$ cat src/rtl/abh_seq.sv
// -----------------------------------------------------------------------------
// abh_seq -- address-bus-high cycle sequencer for the 65C02 core.
//
// Takes one addressing request from the microcode engine and steers the ABH
// datapath for one or two cycles. A page-cross fix-up cycle is added
// automatically for indexed and branch addressing. After reset it runs the
// two-cycle reset-vector sequence, which forces ABH to FF.
//
// Handshake: start is a request strobe. It is taken on a rising edge only
// when busy=0 and rdy=1. done is high for exactly one cycle, the final
// cycle of a request, and only while rdy=1. With rdy=0 the sequencer holds
// its state and keeps presenting the same datapath operation.
//
// Ports
//   clk, rst_n       clock, asynchronous active-low reset
//   start            request strobe (accepted only when busy=0)
//   mode[2:0]        addressing mode, latched when start is accepted
//   pc_upd, pc_inc   PC-high load / increment flags, latched with start
//   rdy              memory ready, 0 = stall
//   abl_co           carry out of the low-address adder (same cycle)
//   back             branch offset negative, latched with start
//   op[2:0]          ABH operation: 0xx=00+CI, 100=ABH+CI, 101=ABH+FF+CI,
//                    110=PCH+CI, 111=DB+CI
//   ci, ff           ABH carry-in, force ABH to FF
//   ld_pc, inc_pc    load PCH from ABH, increment applied with that load
//   busy, done       request in progress, final-cycle pulse
//   penalty          current cycle is a fix-up cycle
//   fix_cnt          saturating count of fix-up cycles issued
//   dbg_state        current sequencer state, for observation
// -----------------------------------------------------------------------------
module abh_seq #(
  parameter int CNT_W = 8
) (
  input  logic             clk,
  input  logic             rst_n,
  input  logic             start,
  input  logic [2:0]       mode,
  input  logic             pc_upd,
  input  logic             pc_inc,
  input  logic             rdy,
  input  logic             abl_co,
  input  logic             back,
  output logic [2:0]       op,
  output logic             ci,
  output logic             ff,
  output logic             ld_pc,
  output logic             inc_pc,
  output logic             busy,
  output logic             done,
  output logic             penalty,
  output logic [CNT_W-1:0] fix_cnt,
  output logic [2:0]       dbg_state
);

  typedef enum logic [2:0] {
    S_IDLE  = 3'd0,
    S_VEC0  = 3'd1,
    S_VEC1  = 3'd2,
    S_ISSUE = 3'd3,
    S_FIX   = 3'd4
  } state_t;

  localparam logic [2:0] OP_ZERO = 3'b000;
  localparam logic [2:0] OP_ABH  = 3'b100;
  localparam logic [2:0] OP_ABHF = 3'b101;
  localparam logic [2:0] OP_PCH  = 3'b110;
  localparam logic [2:0] OP_DB   = 3'b111;

  localparam logic [2:0] M_PC_NEXT = 3'b000;
  localparam logic [2:0] M_ZPAGE   = 3'b001;
  localparam logic [2:0] M_STACK   = 3'b010;
  localparam logic [2:0] M_ABS     = 3'b011;
  localparam logic [2:0] M_ABS_IDX = 3'b100;
  localparam logic [2:0] M_BRANCH  = 3'b101;
  localparam logic [2:0] M_VECTOR  = 3'b110;
  localparam logic [2:0] M_HOLD    = 3'b111;

  localparam logic [CNT_W-1:0] CNT_MAX = {CNT_W{1'b1}};
  localparam logic [CNT_W-1:0] CNT_ONE = {{(CNT_W-1){1'b0}}, 1'b1};

  state_t           r_state;
  logic [2:0]       r_mode;
  logic             r_pc_upd;
  logic             r_pc_inc;
  logic             r_back;
  logic             r_fix_dn;   // pending fix-up goes down a page (ABH-1)
  logic [CNT_W-1:0] r_fix_cnt;

  logic             w_final;    // this state ends the request when rdy=1
  logic             w_need_fix; // ISSUE must be followed by a fix-up cycle
  logic             w_fix_dn;   // direction of that fix-up cycle

  // ---------------------------------------------------------------------------
  // Output / decision decode. Everything here depends only on the current
  // state, latched request fields and live inputs, so a stalled cycle keeps
  // presenting the same operation and the fix-up decision is taken from
  // abl_co in whichever cycle rdy finally goes high.
  // ---------------------------------------------------------------------------
  always_comb begin
    op         = OP_ABH;
    ci         = 1'b0;
    ff         = 1'b0;
    busy       = 1'b1;
    penalty    = 1'b0;
    w_final    = 1'b0;
    w_need_fix = 1'b0;
    w_fix_dn   = 1'b0;

    case (r_state)
      S_VEC0: begin
        ff = 1'b1;
      end

      S_VEC1: begin
        ff = 1'b1;
      end

      S_IDLE: begin
        busy = 1'b0;
      end

      S_ISSUE: begin
        case (r_mode)
          M_PC_NEXT: begin
            op      = OP_PCH;
            ci      = abl_co;
            w_final = 1'b1;
          end
          M_ZPAGE: begin
            op      = OP_ZERO;
            w_final = 1'b1;
          end
          M_STACK: begin
            op      = OP_ZERO;
            ci      = 1'b1;
            w_final = 1'b1;
          end
          M_ABS: begin
            op      = OP_DB;
            w_final = 1'b1;
          end
          M_ABS_IDX: begin
            op         = OP_DB;
            w_need_fix = abl_co;
            w_final    = ~abl_co;
          end
          M_BRANCH: begin
            // Forward branch crossing up, or backward branch without a
            // borrow-cancelling carry, lands on the neighbouring page.
            op         = OP_ABH;
            w_need_fix = r_back ^ abl_co;
            w_fix_dn   = r_back;
            w_final    = ~(r_back ^ abl_co);
          end
          M_VECTOR: begin
            ff      = 1'b1;
            w_final = 1'b1;
          end
          M_HOLD: begin
            w_final = 1'b1;
          end
          default: begin
            w_final = 1'b1;
          end
        endcase
      end

      S_FIX: begin
        penalty = 1'b1;
        w_final = 1'b1;
        if (r_fix_dn) begin
          op = OP_ABHF;   // ABH + FF = ABH - 1
          ci = 1'b0;
        end else begin
          op = OP_ABH;
          ci = 1'b1;      // ABH + 1
        end
      end

      default: begin
        ff = 1'b1;
      end
    endcase
  end

  // The vector sequence signals completion in VEC1 but never loads PC.
  assign done      = rdy & (w_final | (r_state == S_VEC1));
  assign ld_pc     = rdy & w_final & r_pc_upd;
  assign inc_pc    = rdy & w_final & r_pc_upd & r_pc_inc;
  assign fix_cnt   = r_fix_cnt;
  assign dbg_state = r_state;

  // ---------------------------------------------------------------------------
  // State register. Nothing advances while rdy=0, including request
  // acceptance in IDLE and the fix-up counter.
  // ---------------------------------------------------------------------------
  always_ff @(posedge clk or negedge rst_n) begin
    if (!rst_n) begin
      r_state   <= S_VEC0;
      r_mode    <= 3'b000;
      r_pc_upd  <= 1'b0;
      r_pc_inc  <= 1'b0;
      r_back    <= 1'b0;
      r_fix_dn  <= 1'b0;
      r_fix_cnt <= '0;
    end else if (rdy) begin
      case (r_state)
        S_VEC0: r_state <= S_VEC1;
        S_VEC1: r_state <= S_IDLE;
        S_IDLE: begin
          if (start) begin
            r_mode   <= mode;
            r_pc_upd <= pc_upd;
            r_pc_inc <= pc_inc;
            r_back   <= back;
            r_state  <= S_ISSUE;
          end
        end
        S_ISSUE: begin
          if (w_need_fix) begin
            r_fix_dn <= w_fix_dn;
            r_state  <= S_FIX;
          end else begin
            r_state  <= S_IDLE;
          end
        end
        S_FIX: begin
          if (r_fix_cnt != CNT_MAX) begin
            r_fix_cnt <= r_fix_cnt + CNT_ONE;
          end
          r_state <= S_IDLE;
        end
        default: r_state <= S_VEC0;
      endcase
    end
  end

endmodule
$ cat config.mk
export PLATFORM = sky130hd
export DESIGN_NAME = abh_seq
export DESIGN_NICKNAME = d
export VERILOG_FILES = /design/src/rtl/abh_seq.sv
export SDC_FILE = /design/constraint.sdc
export NUM_CORES = 1
export LEC_CHECK = 0
export BUFFER_PORTS_ARGS = -buffer_cell sky130_fd_sc_hd__buf_2
export CORE_MARGIN = 2
export CORE_UTILIZATION = 35
export DETAILED_ROUTE_END_ITERATION = 16
export GPL_TIMING_DRIVEN = 0
export SLEW_MARGIN = 0
export SYNTH_ARGS = -nofsm -noshare
export SYNTH_HDL_FRONTEND = slang
export SYNTH_SLANG_ARGS = --single-unit
$ cat constraint.sdc
create_clock -name clk -period 1.8 [get_ports clk]
set_clock_uncertainty 0.1 [all_clocks]
set_input_delay 0.09 -clock clk [delete_from_list [all_inputs] [get_ports clk]]
set_output_delay 0.09 -clock clk [all_outputs]
set_load 0.02 [all_outputs]
[After elaboration in Yosys (flattened, before gate mapping)]
Cells that the tools add are included.
Word-level totals
  register bits: 18
  bits in latches: 0
  memory bits (writable): 0
  ROM bits: 0
  output and inout port bits: 21
  word-level logic and storage cells: 58
  memories kept: 0
Cells by class
  add/sub/neg operators: 1
  multipliers: 0
  div/mod/pow operators: 0
  order comparisons: 0
  equal/unequal tests: 13
  shift operators: 0
  muxes and demuxes: 18
  bitwise logic cells: 8
  reductions and logical operators: 11
Operator list (number)
  3-bit equality test (second input constant): 5
  3-bit by 2-bit equality test with 1-bit output (second input constant): 4
  3-bit one-hot mux with 4 select lines: 1
  1-bit one-hot mux with 2 select lines: 5
  3-bit one-hot mux with 3 select lines: 1
  3-bit AND reduction: 3
  8-bit by 1-bit adder with 8-bit output (second input constant): 1
  8-bit inequality test (second input constant): 1
  2-bit OR reduction: 4
  1-bit two-way mux: 7
  3-bit by 1-bit equality test with 1-bit output (second input constant): 2
  3-bit zero test: 2
  3-bit two-way mux: 2
  3-bit one-hot mux with 2 select lines: 1
  6-bit OR reduction: 1
  1-bit AND: 4
  1-bit one-hot mux with 3 select lines: 1
  2-bit inequality test (second input constant): 1
  1-bit inverter: 2
  2-bit AND reduction: 1
  1-bit OR: 1
  1-bit XOR: 1

[Depth between registers and ports, before layout]
  depth in word-level cells: 7
  depth in mapped cells: 4
  gate-level depth less buffers: 4

[Least setup slack after synthesis]
No wires, ideal clock.
  path type: register -> output
  start point: reg r_state[1], in the netlist dbg_state[1]
  end point: out inc_pc
  arrival: 1.843 ns
  data required time: 1.610 ns
  setup slack: -0.233 ns
  stages on the path, launching flop included: 5
  cell sequence: dfrtp_1 > buf_2 > nor3b_2 > o211ai_1 > nor3b_1
On the way
  cells in the longest elaborated chain, start to end: 5
Ends and longest elaborated chain
  start: declaration: line 81  | state_t r_state;
  start signal: assignment: line 199  | r_state <= S_VEC0;
  start signal: assignment: line 208  | S_VEC0: r_state <= S_VEC1;
  start signal: assignment: line 209  | S_VEC1: r_state <= S_IDLE;
  3-bit equality test / 3-bit by 2-bit equality test with 1-bit output (equally long branches): line 109  | case (r_state)
  1-bit one-hot mux with 2 select lines (*): line 109
  1-bit AND (*) (3 in a row): line 189  | assign inc_pc = rdy & w_final & r_pc_upd & r_pc_inc;
  end: declaration: line 47  | output logic inc_pc,
Every way passes the cells marked *; elsewhere a longest branch is shown, timed or not.

[Final worst setup path]
Same ends and word-level chain as after synthesis.

==> impl_metrics.py <==
metrics = {
    "outcome": {
        "status": "finished with violations",
        "violations": "negative setup slack",
    },
    "timing": {
        "tightestPinTransition_ns": 0.431,
        "fmax_mhz": 540,
        "hold_viol": 0,
        "setup_viol": 1,
        "rsz0062_at_grt": "yes",
        "finalWorstSetupSlack_ns": -0.0515,
        "min_period_over_period_pct": 103,
        "maxSlewViolCount": 0,
        "min_period_ns": 1.85,
        "finalSetupTns_ns": -0.0515,
        "relSlewSlack_pct": 71.3,
        "holdWs_ns": 0.0289,
    },
    "yosys": {
        "synth_warnings": 0,
        "synth_cell_types": 40,
        "ys_async_sr_fraction_pct": 100,
        "synth_compound_area_share_pct": 13.4,
        "synth.largest_area_cell": "dfrtp_1",
        "netlist_instances": 103,
        "synthTopCellsByCount": "dfrtp_1 (17), mux2_2 (10), nand2_1 (8), nand3b_1 (6)",
        "post_synth_mux_area_share_pct": 13.4,
        "synth_nets": 115,
        "synth_fa_ha_area_share_pct": 1.16,
        "ys_ff_latch": 18,
        "synth_simple_gate_area_share_pct": 24.5,
        "synthTopCellsByArea": "dfrtp_1 (39%), mux2_2 (10%), nand3b_1 (4.2%)",
        "synth_top_family_by_area": "simple AND/OR/NAND/NOR gates",
        "synth-xor-area-share_pct": 1.63,
        "yosys_most_used_dff": "dfrtp_1",
        "synth_area_sq_um": 1080,
        "yosysMostFrequentCell": "dfrtp_1",
        "netlist.area_leader.share_pct": 39.5,
        "synth-seq-area-share_pct": 41.9,
        "synth_area_per_cell_sq_um": 10.5,
        "synth_edf_count": 0,
    },
    "global_route": {
        "grt_pass1_vias": 929,
        "antenna_found_initial": 0,
        "grt_max_degree": 19,
        "grt_use_total_pct": 15.9,
        "overflow": 0,
        "grt_pass1_wl_um": 4310,
    },
    "critical_path": {
        "reg2reg_from": "dbg_state[1]$_DFFE_PN0P_",
        "setup.worst_path.end_class": "primary output",
        "worst_ep_arrival_time_ns": 1.66,
        "rr_endpoint": "r_pc_upd$_DFFE_PN0P_",
        "cp-start-kind": "register",
        "r2r_cells": 5,
        "crit_type": "register to primary output",
        "regToRegSetupSlack_ns": 0.06,
        "worstPathRequired_ns": 1.61,
        "critPathMaxFanout": 5,
    },
    "die": {
        "die-area_sq_um": 3540,
        "boundaryPins": 32,
        "coreArea_sq_um": 2980,
        "num_rows": 20,
        "die_w_um": 59.5,
        "die_h_um": 59.5,
        "start_util_pct": 36.2,
    },
    "placement": {
        "gp_congestion": 0.778,
        "pre_cts_ws_ns": 0.0590,
        "hpwl_um": 1770,
        "port_buffers": 30,
    },
    "pwr": {
        "p_per_area_nw_per_um2": 937,
        "power_leakage_nw": 0.725,
        "peakVddDrop_mv": 0.383,
    },
    "detailed_routing": {
        "drt.antenna.violating_nets": 0,
        "drt_first_pass_iters": 4,
        "drc": 0,
        "first_iter_violations": 25,
        "wl_per_cell_um": 14.8,
        "avgViaCountPerCell": 5.26,
        "wirelength_um": 2820,
        "vias": 999,
    },
    "flow_run": {
        "drv_cap": 0,
    },
    "layout": {
        "regArea_sq_um": 455,
        "multi_input_area_sq_um": 649,
        "final_nets": 170,
        "syn2layout_area_growth_pct": 48.0,
        "diodes": 0,
        "nFillCells": 272,
        "drive_gt1_share_pct": 51.0,
    },
    "worst_hold_path": {
        "whs_endpoint": "dbg_state[2]$_DFFE_PN0P_",
        "holdCritPathClass": "input pin to register",
        "worstHoldPathCells": 3,
        "worstHoldStart": "rdy",
    },
    "clock_tree": {
        "clock_latency_ns": 0.30,
        "htree_levels": 1,
        "clk_pin_slew_ns": 0.11,
        "cts_tree": "built",
        "clockBufferDepth": 2,
        "cts_buffers": 3,
        "clock-sinks": 18,
        "clock-root-buffer": "clkbuf_4",
    },
}
through the flow:
| step | power (mW) | util (%) | cell area [sq um] | instances |
|---|---|---|---|---|
| 2_1_floorplan | 0.928 | - | 1100 | 103 |
| 3_3_place_gp | 1.04 | 43.2 | 1290 | 166 |
| 3_5_place_dp | 1.06 | 43.2 | 1290 | 166 |
| 4_1_cts | 1.37 | 49.4 | 1470 | 183 |
| 5_1_grt | 1.58 | 53.5 | 1590 | 190 |
| 6_report | 1.49 | 53.5 | 1590 | 190 |
layer usage:
| metal | up-vias | share of wire (%) | global-route usage [%] |
|---|---|---|---|
| met3 | 3 | 2.3 | 2.62 |
| met5 | - | 0 | 0 |
| met2 | 19 | 51 | 26.7 |
| li1 | 485 | - | - |
| met4 | 0 | 0.75 | 3.90 |
| met1 | 492 | 46 | 21.3 |
worst max-delay path by stage:
stage,startpoint,endpoint,cells after the start
finish,dbg_state[1]$_DFFE_PN0P_,inc_pc,6
floorplan,dbg_state[1]$_DFFE_PN0P_,inc_pc,4
detailed placement,dbg_state[1]$_DFFE_PN0P_,fix_cnt[7]$_DFFE_PN0P_,4
global placement,dbg_state[1]$_DFFE_PN0P_,fix_cnt[7]$_DFFE_PN0P_,4
CTS,dbg_state[0]$_DFFE_PN1P_,inc_pc,5
global route,dbg_state[1]$_DFFE_PN0P_,inc_pc,6
logic make-up after synthesis:
group,count (synthesis)
simple gates,39
compound gates,22
flops,18
mux,13
buf+inv,8
xor+xnor,2
fa+ha+maj,1
cells in the final DEF, fill, tap and decap left out, types with 4 or more instances in the layout:
| master | count |
|---|---|
| buf_2 | 23 |
| buf_4 | 17 |
| buf_6 | 6 |
| dfrtp_1 | 14 |
| dlygate4sd3_1 | 9 |
| mux2_2 | 10 |
| nand2_1 | 8 |
| nand3b_1 | 6 |
| nor2_1 | 5 |
| o21ai_0 | 4 |
power by group:
part	total, mW	leakage (nW)	internal, mW	switching [mW]
clock	0.261	0.0210	0.123	0.137
sequential	0.599	0.225	0.499	0.0993
combinational	0.635	0.479	0.331	0.304
final cells by class:
type / instances / area share, %
inverter: 3 / 0.706
multi-input combinational: 77 / 40.7
timing repair buffer: 51 / 22.5
sequential: 18 / 28.6
tap: 33 / 2.59
clock buffer: 4 / 2.28
buffer: 4 / 2.59
what timing repair did:
action	4_1_cts	5_1_grt
endpoints found under the hold margin	25	0
setup endpoints to repair	5	12
setup buffers	5	7
hold buffers	9	0
gates resized for setup	8	22
pin swaps	7	11
cloned	0	1
flip-flops by register name (all words and copies together), names as in the netlist:
| register | cells |
|---|---|
| r_mode | 3 |
| dbg_state | 3 |
| r_pc_upd | 1 |
| r_fix_dn | 1 |
| r_back | 1 |
| r_pc_inc | 1 |
| fix_cnt | 8 |
critical path: stages (launching register included):
cell and delay [ns]:
dfrtp_1 0.41, buf_6 0.14, nor3b_4 0.26, buf_4 0.17, a211oi_4 0.04, nor3b_2 0.18
buf_4 0.16
Note: power is estimated with default switching activity, not from simulation.
